<file path="src/rtl/keccak_pkg.sv">
// Shared constants and types for the Keccak rate-block padding stream.
// Holds the domain-separation suffixes, the final pad bit and the FSM state encoding.
package keccak_pkg;

    localparam int DEFAULT_RATE_BITS = 1088;
    localparam int DEFAULT_IN_W      = 64;

    localparam logic [7:0] SUFFIX_SHA3  = 8'h06;
    localparam logic [7:0] SUFFIX_SHAKE = 8'h1F;
    localparam logic [7:0] FINAL_BIT    = 8'h80;

    typedef enum logic [1:0] {
        ST_FILL,
        ST_EMIT,
        ST_EMIT_PAD
    } state_t;

    function automatic logic [7:0] suffix_of(input logic mode);
        return mode ? SUFFIX_SHAKE : SUFFIX_SHA3;
    endfunction

endpackage

</file>
<file path="src/rtl/keccak_pad_mask.sv">
// Combinational pad generator: for message length n (bytes) gives a keep mask for
// bytes below n and the pad pattern (suffix at n, 0x80 OR-ed into the last rate byte).
module keccak_pad_mask
    import keccak_pkg::*;
#(
    parameter int RATE_BITS = DEFAULT_RATE_BITS,
    localparam int RATE_BYTES = RATE_BITS / 8,
    localparam int NW = $clog2(RATE_BYTES + 1)
) (
    input  logic [NW-1:0]        n_i,
    input  logic [7:0]           suffix_i,
    output logic [RATE_BITS-1:0] keep_o,
    output logic [RATE_BITS-1:0] pad_o
);

    // Byte 0 sits at the most significant end of the block.
    for (genvar gi = 0; gi < RATE_BYTES; gi++) begin : g_byte
        localparam logic [NW-1:0] IDX = NW'(gi);
        localparam logic [7:0] TAIL = (gi == RATE_BYTES - 1) ? FINAL_BIT : 8'h00;

        assign keep_o[RATE_BITS-1-8*gi -: 8] = (IDX < n_i) ? 8'hFF : 8'h00;
        assign pad_o[RATE_BITS-1-8*gi -: 8]  = ((IDX == n_i) ? suffix_i : 8'h00) | TAIL;
    end

endmodule

</file>
<file path="src/rtl/keccak_pad_stream.sv">
// Packs a byte-stream of IN_W-bit words into Keccak rate blocks and applies
// SHA3/SHAKE multi-rate padding, emitting an extra pad-only block when needed.
module keccak_pad_stream
    import keccak_pkg::*;
#(
    parameter int RATE_BITS = DEFAULT_RATE_BITS,
    parameter int IN_W      = DEFAULT_IN_W
) (
    input  logic                     clk,
    input  logic                     rst,
    input  logic                     mode,
    input  logic                     in_valid,
    output logic                     in_ready,
    input  logic [IN_W-1:0]          in_data,
    input  logic                     in_last,
    input  logic [$clog2(IN_W/8):0]  in_bytes,
    output logic                     out_valid,
    input  logic                     out_ready,
    output logic [RATE_BITS-1:0]     out_block,
    output logic                     out_last
);

    localparam int BPW        = IN_W / 8;
    localparam int WORDS      = RATE_BITS / IN_W;
    localparam int RATE_BYTES = RATE_BITS / 8;
    localparam int NW         = $clog2(RATE_BYTES + 1);
    localparam int WPW        = $clog2(WORDS + 1);
    localparam int IBW        = $clog2(BPW) + 1;

    state_t                 state_q, state_d;
    logic [WPW-1:0]         wp_q, wp_d;
    logic                   pend_q, pend_d;
    logic                   mode_q, mode_d;
    logic                   msg_start_q, msg_start_d;
    logic                   last_q, last_d;
    logic [RATE_BITS-1:0]   block_q, block_d;

    logic [RATE_BITS-1:0]   written;
    logic [RATE_BITS-1:0]   keep_mask;
    logic [RATE_BITS-1:0]   pad_bytes;
    logic [NW-1:0]          n_fill;
    logic [NW-1:0]          pad_n;
    logic [7:0]             suffix;
    logic                   final_slot;
    logic                   full_word;

    assign final_slot = (wp_q == WPW'(WORDS - 1));
    assign full_word  = (in_bytes == IBW'(BPW));
    assign n_fill     = NW'(wp_q) * NW'(BPW) + NW'(in_bytes);

    // In FILL the first word of a message uses the live mode; otherwise the latched one.
    assign pad_n  = (state_q == ST_FILL) ? n_fill : '0;
    assign suffix = suffix_of((state_q == ST_FILL && msg_start_q) ? mode : mode_q);

    keccak_pad_mask #(
        .RATE_BITS (RATE_BITS)
    ) u_pad_mask (
        .n_i      (pad_n),
        .suffix_i (suffix),
        .keep_o   (keep_mask),
        .pad_o    (pad_bytes)
    );

    always_comb begin
        written = block_q;
        for (int i = 0; i < WORDS; i++) begin
            if (wp_q == WPW'(i)) begin
                written[RATE_BITS-1-i*IN_W -: IN_W] = in_data;
            end
        end
    end

    always_comb begin
        state_d     = state_q;
        wp_d        = wp_q;
        pend_d      = pend_q;
        mode_d      = mode_q;
        msg_start_d = msg_start_q;
        last_d      = last_q;
        block_d     = block_q;
        in_ready    = (state_q == ST_FILL);
        out_valid   = (state_q != ST_FILL);

        unique case (state_q)
            ST_FILL: begin
                if (in_valid) begin
                    if (msg_start_q) begin
                        mode_d = mode;
                    end
                    msg_start_d = in_last;
                    if (in_last && !(full_word && final_slot)) begin
                        block_d = (written & keep_mask) | pad_bytes;
                        last_d  = 1'b1;
                        wp_d    = '0;
                        state_d = ST_EMIT;
                    end else begin
                        block_d = written;
                        if (final_slot) begin
                            // A full last word in the final slot leaves no room for padding.
                            pend_d  = in_last;
                            last_d  = 1'b0;
                            wp_d    = '0;
                            state_d = ST_EMIT;
                        end else begin
                            wp_d = wp_q + 1'b1;
                        end
                    end
                end
            end
            ST_EMIT: begin
                if (out_ready) begin
                    if (pend_q) begin
                        block_d = pad_bytes;
                        last_d  = 1'b1;
                        pend_d  = 1'b0;
                        state_d = ST_EMIT_PAD;
                    end else begin
                        block_d = '0;
                        last_d  = 1'b0;
                        state_d = ST_FILL;
                    end
                end
            end
            ST_EMIT_PAD: begin
                if (out_ready) begin
                    block_d = '0;
                    last_d  = 1'b0;
                    state_d = ST_FILL;
                end
            end
            default: state_d = ST_FILL;
        endcase
    end

    always_ff @(posedge clk or posedge rst) begin
        if (rst) begin
            state_q     <= ST_FILL;
            wp_q        <= '0;
            pend_q      <= 1'b0;
            mode_q      <= 1'b0;
            msg_start_q <= 1'b1;
            last_q      <= 1'b0;
            block_q     <= '0;
        end else begin
            state_q     <= state_d;
            wp_q        <= wp_d;
            pend_q      <= pend_d;
            mode_q      <= mode_d;
            msg_start_q <= msg_start_d;
            last_q      <= last_d;
            block_q     <= block_d;
        end
    end

    assign out_block = block_q;
    assign out_last  = last_q;

endmodule

</file>
<file path="config.mk">
export PLATFORM = sky130hd
export DESIGN_NAME = keccak_pad_stream
export DESIGN_NICKNAME = d
export VERILOG_FILES = /design/src/rtl/keccak_pkg.sv /design/src/rtl/keccak_pad_mask.sv /design/src/rtl/keccak_pad_stream.sv
export SDC_FILE = /design/constraint.sdc
export NUM_CORES = 2
export LEC_CHECK = 0
export CORE_AREA = 4 4 455 457
export CTS_CLUSTER_SIZE = 14
export DETAILED_ROUTE_END_ITERATION = 10
export DIE_AREA = 0 0 459 461
export SYNTH_ARGS = -nofsm -noshare
export SYNTH_HDL_FRONTEND = slang
export SYNTH_SLANG_ARGS = --single-unit
</file>
<file path="constraint.sdc">
create_clock -name clk -period 54.8 [get_ports clk]
set_clock_uncertainty 0.2 [all_clocks]
set_input_delay 16.44 -clock clk [delete_from_list [all_inputs] [get_ports clk]]
set_output_delay 16.44 -clock clk [all_outputs]
set_load 0.05 [all_outputs]
</file>
* Word level (Yosys, flattened, before mapping)
Index checks and enable logic that the tools add are counted.
** Storage, ports and cells
- Flip-flop bits (word level) :: 1099
- Bits of input ports :: 74
- Word-level logic and storage cells :: 641
** Operators by class
- $add $sub $neg :: 2
- Order comparisons :: 136
- Equality and inequality tests :: 160
- Multiplexer cells :: 318
- Bitwise operators :: 2
- Reductions and logical operators :: 16
** Operator list (count)
- two-way mux 1088 bit :: 5
- one-hot mux 1088 bit (3 select lines) :: 1
- two-way mux 8 bit :: 137
- AND 1088 bit :: 1
- two-way mux 64 bit :: 17
- OR 1088 bit :: 1
- two-way mux 5 bit :: 139
- == test 7 x 8 -> 1 bit, first input constant :: 64
- less-than comparator 7 x 8 -> 1 bit, first input constant :: 64
- == test 6 x 8 -> 1 bit, first input constant :: 32
- less-than comparator 6 x 8 -> 1 bit, first input constant :: 32
- == test 5 x 8 -> 1 bit, first input constant :: 16
- less-than comparator 5 x 8 -> 1 bit, first input constant :: 16
- == test 4 x 8 -> 1 bit, first input constant :: 8
- == test 8 bit, first input constant :: 8
- less-than comparator 4 x 8 -> 1 bit, first input constant :: 8
- less-than comparator 8 bit, first input constant :: 8
- == test 5 x 4 -> 1 bit, second input constant :: 8
- == test 3 x 8 -> 1 bit, first input constant :: 4
- less-than comparator 3 x 8 -> 1 bit, first input constant :: 4
- == test 5 x 3 -> 1 bit, second input constant :: 4
- == test 2 x 8 -> 1 bit, first input constant :: 2
- less-than comparator 1 x 8 -> 1 bit, first input constant :: 2
- less-than comparator 2 x 8 -> 1 bit, first input constant :: 2
- other kinds (28) :: 51

* Depth between registers and ports, before layout
- Depth in word-level cells :: 9
- Mapped depth :: 11

* Cells and area by module
Synthesis repeated with hierarchy kept, for this count alone.
** Unflattened totals
- Cells, all modules :: 10444
- Area, all modules :: 82536.7 um2
** By module, submodules not included
- keccak_pad_stream :: times used 1, cells each 7760, area each 67559.8 um2, sequential area each 27502.6 um2
- keccak_pad_mask :: times used 1, cells each 2684, area each 14976.9 um2, sequential area each 0.0 um2

* Worst setup path before layout
No wires, ideal clock.
- Path kind :: input to register
- Start point :: input in_bytes[3]
- End point :: register block_q[160] (netlist: out_block[160])
- Data arrival time :: 18732 ps
- Slack :: 35742 ps
- Stages :: 10
- Path through :: ha_1 > ha_1 > and3_4 > mux2_2 > buf_4 > buf_2 > buf_2 > a211oi_1 > nor2_2 > a221o_1
** On the way
- Word-level cells in the longest chain between the ends :: 9
- Elaborated cells on any way between the ends :: 17
** Ends and longest elaborated chain
- from (decl) :: RTL line keccak_pad_stream.sv:16 : input logic [$clog2(IN_W/8):0] in_bytes,
- adder 8 x 4 -> 8 bit :: RTL line keccak_pad_stream.sv:49 : assign n_fill = NW'(wp_q) * NW'(BPW) + NW'(in_bytes);
- two-way mux 8 bit :: RTL line keccak_pad_stream.sv:52 : assign pad_n = (state_q == ST_FILL) ? n_fill : '0;
- less-than comparator 7 x 8 -> 1 bit :: RTL line keccak_pad_mask.sv:21 : assign keep_o[RATE_BITS-1-8*gi -: 8] = (IDX < n_i) ? 8'hFF : 8'h00;
- two-way mux 8 bit :: RTL line keccak_pad_mask.sv:21
- AND 1088 bit :: RTL line keccak_pad_stream.sv:92 : block_d = (written & keep_mask) | pad_bytes;
- OR 1088 bit :: RTL line keccak_pad_stream.sv:92
- two-way mux 1088 bit :: RTL line keccak_pad_stream.sv:91 : if (in_last && !(full_word && final_slot)) begin
- two-way mux 1088 bit :: RTL line keccak_pad_stream.sv:86 : if (in_valid) begin
- one-hot mux 1088 bit (3 select lines) * :: RTL line keccak_pad_stream.sv:84 : unique case (state_q)
- to (signal assigned) :: RTL line keccak_pad_stream.sv:151 : block_q <= block_d;
- to (decl) :: RTL line keccak_pad_stream.sv:36 : logic [RATE_BITS-1:0] block_q, block_d;
Mark *: on every way between the ends. The rest lies on a longest branch, timed or not. The select of a mux whose other input is x is not followed.
A chain may end at the register's enable or synchronous reset.

* Final worst setup path
- Start point :: input in_bytes[3]
- End point :: register block_q[770] (netlist: out_block[770])
** On the way
- Word-level cells in the longest chain between the ends :: 9
- Elaborated cells on any way between the ends :: 17
** Ends and longest elaborated chain (RTL line)
- adder 8 x 4 -> 8 bit :: keccak_pad_stream.sv:49
- two-way mux 8 bit :: keccak_pad_stream.sv:52
- less-than comparator 6 x 8 -> 1 bit :: keccak_pad_mask.sv:21
- two-way mux 8 bit :: keccak_pad_mask.sv:21
- AND 1088 bit :: keccak_pad_stream.sv:92
- OR 1088 bit :: keccak_pad_stream.sv:92
- two-way mux 1088 bit :: keccak_pad_stream.sv:91
- two-way mux 1088 bit :: keccak_pad_stream.sv:86
- one-hot mux 1088 bit (3 select lines) * :: keccak_pad_stream.sv:84
Marked as above.

==> impl_metrics.toml <==
[flow_run]
max_cap_viol_count = 0

[cts]
cts_hold_buf = 0
clk-insertion-delay-late_ns = 0.81
cts_setup_buffers = 0
cts-resized-gates = 0
cts-root-buf = "clkbuf_16"
clkSinkCount = 1099
cts_buffers = 131
htree_levels = 4
clkTransAtPathRegs_ns = 0.06
clockBufferDepth = 3
cts_tree = "done"

[final_layout]
layout.cells.non_filler = 7789
final_cell_mix = "clkdlybuf4s50_1 (1162), dfrtp_1 (1098), a221o_1 (610)"
area_delta_synth_final_pct = 42.8
fin_area_mm2 = 0.0657
final_util_pct = 32.3
nets = 5075
fillCellCount = 20604
drive_gt1_share_pct = 9.70
layout_commonest_cell = "clkdlybuf4s50_1"

[grt]
grtUsageTotal_pct = 28.4
grt_overflow = 0
first_global_vias = 43977
grt_pass1_wl_mm = 411
grt_antenna_before_repair = 31
grt_max_degree = 191

[worst_setup_path]
crit_path_frequent_cell = "ha_1"
crit_path_cell_trace = "clkdlybuf4s50_1 > ha_1 > ha_1 > and3_4 > mux2i_4 > nand3_2 > o31ai_4 > a21oi_1 > a221o_1"
crit_slowest_cell = "o31ai_4"
r2r-end = "out_block[770]"
critPathLaunchType = "primary input"
cp_data_arrival_time_ns = 22.02
crit_family = "compound AO/OA/AOI/OAI gates"
worst-path-buf-inv = 1
cp.required_ns = 55.28
crit_path_max_incr_delay_ns = 1.37
r2r_slack_ns = 49.02
reg2reg_depth = 8
crit-reg2reg-launch = "wp_q[0]"
worstSetupEndpointType = "flip-flop"
cp_max_fo = 23
crit_cells = 9
path_class = "primary input to flip-flop"

[route]
drt_pass1_iterations = 5
vias_per_cell = 5.71
route.detailed.drc = 0
ant_nets = 0
via_count = 44491
first_iter_violations = 5021
wl_per_cell_um = 40.1
routed_wl_mm = 312

[die]
die_h_um = 461
die_w_um = 459
io_pins = 1165
coreArea_mm2 = 0.204
dieArea_mm2 = 0.212
initial_utilization_pct = 22.6
num_rows = 166

[yosys]
synth_area_mm2 = 0.0460
synth_cells = 3808
synth_largest_area_cell = "dfrtp_1"
ys_warn_count = 0
synth_edf_count = 0
netlist.area_leader.share_pct = 59.7
synthDistinctLibCells = 95
synth-main-ff-cell = "dfrtp_1"
synthTopCellsByArea = "dfrtp_1 (60%), a221o_1 (13%), a22o_1 (6.3%), nor2_1 (4.0%), nor3_1 (1.4%)"
synth_async_sr_flop_share_pct = 100
ys_ff_latch = 1099
synth_seq_area_share_pct = 59.8
synth.net_count = 3894
syn_area_per_cell_um2 = 12.1

[timing]
setup_viol = 0
tightest_slew_ns = 1.32
rsz0062_at_grt = "no"
min_period_ns = 21.55
fmax_mhz = 46.4
hold_viol = 0
finalCritPeriodShare_pct = 39.3
timing.slew.headroom_pct = 11.5
tns_ns = 0
finalMaxSlewViolations = 0

[worst_hold_path]
min_path_type = "flip-flop to flip-flop"
whs_path_depth = 1
min_to = "out_block[838]"
hp-start = "out_block[838]"

[place]
port_buffers = 1164
hpwlAfterDp_mm = 232
place.gp.congestion = 0.945
dpl_cell_area_mm2 = 0.0613
dp.cells = 7544

[outcome]
status = "finished, final reports clean"

[power_and_ir_drop]
vdd_ir_drop_max_v = 0.0000317
p_leak_uw = 0.0279
power.density_mw_per_mm2 = 45.1
registers in the layout, indices dropped and copies added, names as in the netlist:
| register | count |
|---|---|
| out_block | 1088 |
| wp_q | 5 |
| state_q | 2 |
| mode_q | 1 |
| msg_start_q | 1 |
| out_last | 1 |
| pend_q | 1 |
cell families (layout without fill, tap and decap cells):
kind of cell / Yosys count / count (layout) / synth area share, %
multiplexers: 25 / 25 / 0.569
other: 0 / 17 / 0
AND/OR/NAND/NOR: 978 / 978 / 9.64
XOR/XNOR: 5 / 5 / 0.112
buffers and inverters: 278 / 1554 / 2.55
AO/OA/AOI/OAI: 1411 / 1411 / 27.0
flip-flops: 1099 / 1099 / 59.8
adder cells (fa/ha/maj): 12 / 12 / 0.326
cells in the mapped netlist, types with 23 or more instances:
master and number:
o21ai_0 67, dfrtp_1 1098, nor2_1 486, a221o_1 610, a31oi_1 23, o21ai_1 88, a21oi_1 72, clkbuf_1 134
nor3_1 128, buf_1 68, buf_2 47, a32o_1 63, a22o_1 329, nand3_1 48, nand2_1 164
power breakdown:
group	internal (uW)	switching (uW)
logic	253	911
registers	871	46.3
clock network	492	391
worst register-to-register path, stage by stage (launching register included):
cell	delay (ns)
dfrtp_1	0.49
ha_1	0.26
ha_1	0.32
and3_4	0.27
mux2i_4	0.79
nand3_2	0.97
o31ai_4	1.38
a21oi_1	0.48
a221o_1	0.48
layer usage:
metal / track usage, % / part of all wire [%] / vias to the layer above
li1: - / - / 17476
met1: 34.0 / 38 / 23282
met2: 44.1 / 45 / 3027
met3: 9.27 / 9.9 / 698
met4: 17.8 / 7.5 / 8
met5: 0 / 0.017 / -
per-stage QoR:
stage	power [uW]	setup slack (ns)	hold WS (ns)
6_report	2970	33.25	0.289
5_1_grt	3050	33.08	0.307
4_1_cts	2970	33.52	0.293
3_5_place_dp	2080	32.63	0.279
3_3_place_gp	2070	32.68	0.267
2_1_floorplan	1500	7.22	0.269
worst max path at each step:
stage          slack, ns             end   startpoint
4_1_cts            33.52  out_block[768]  in_bytes[3]
6_report           33.25  out_block[770]  in_bytes[3]
3_5_place_dp       32.63  out_block[769]  in_bytes[3]
3_3_place_gp       32.68  out_block[769]  in_bytes[3]
5_1_grt            33.08  out_block[700]          rst
2_1_floorplan       7.22          mode_q          rst
cell type report:
class | instances | area [um^2] | share of cell area (%)
Tap cell | 2688 | 3360 | 5.12
Timing Repair Buffer | 1313 | 12800 | 19.5
Inverter | 13 | 56.3 | 0.0857
Clock buffer | 168 | 3560 | 5.42
Sequential cell | 1099 | 27500 | 41.9
Antenna cell | 17 | 42.5 | 0.0648
Clock inverter | 60 | 758 | 1.15
Multi-Input combinational cell | 2431 | 17600 | 26.8
Note: power is estimated with default switching activity, not from simulation.
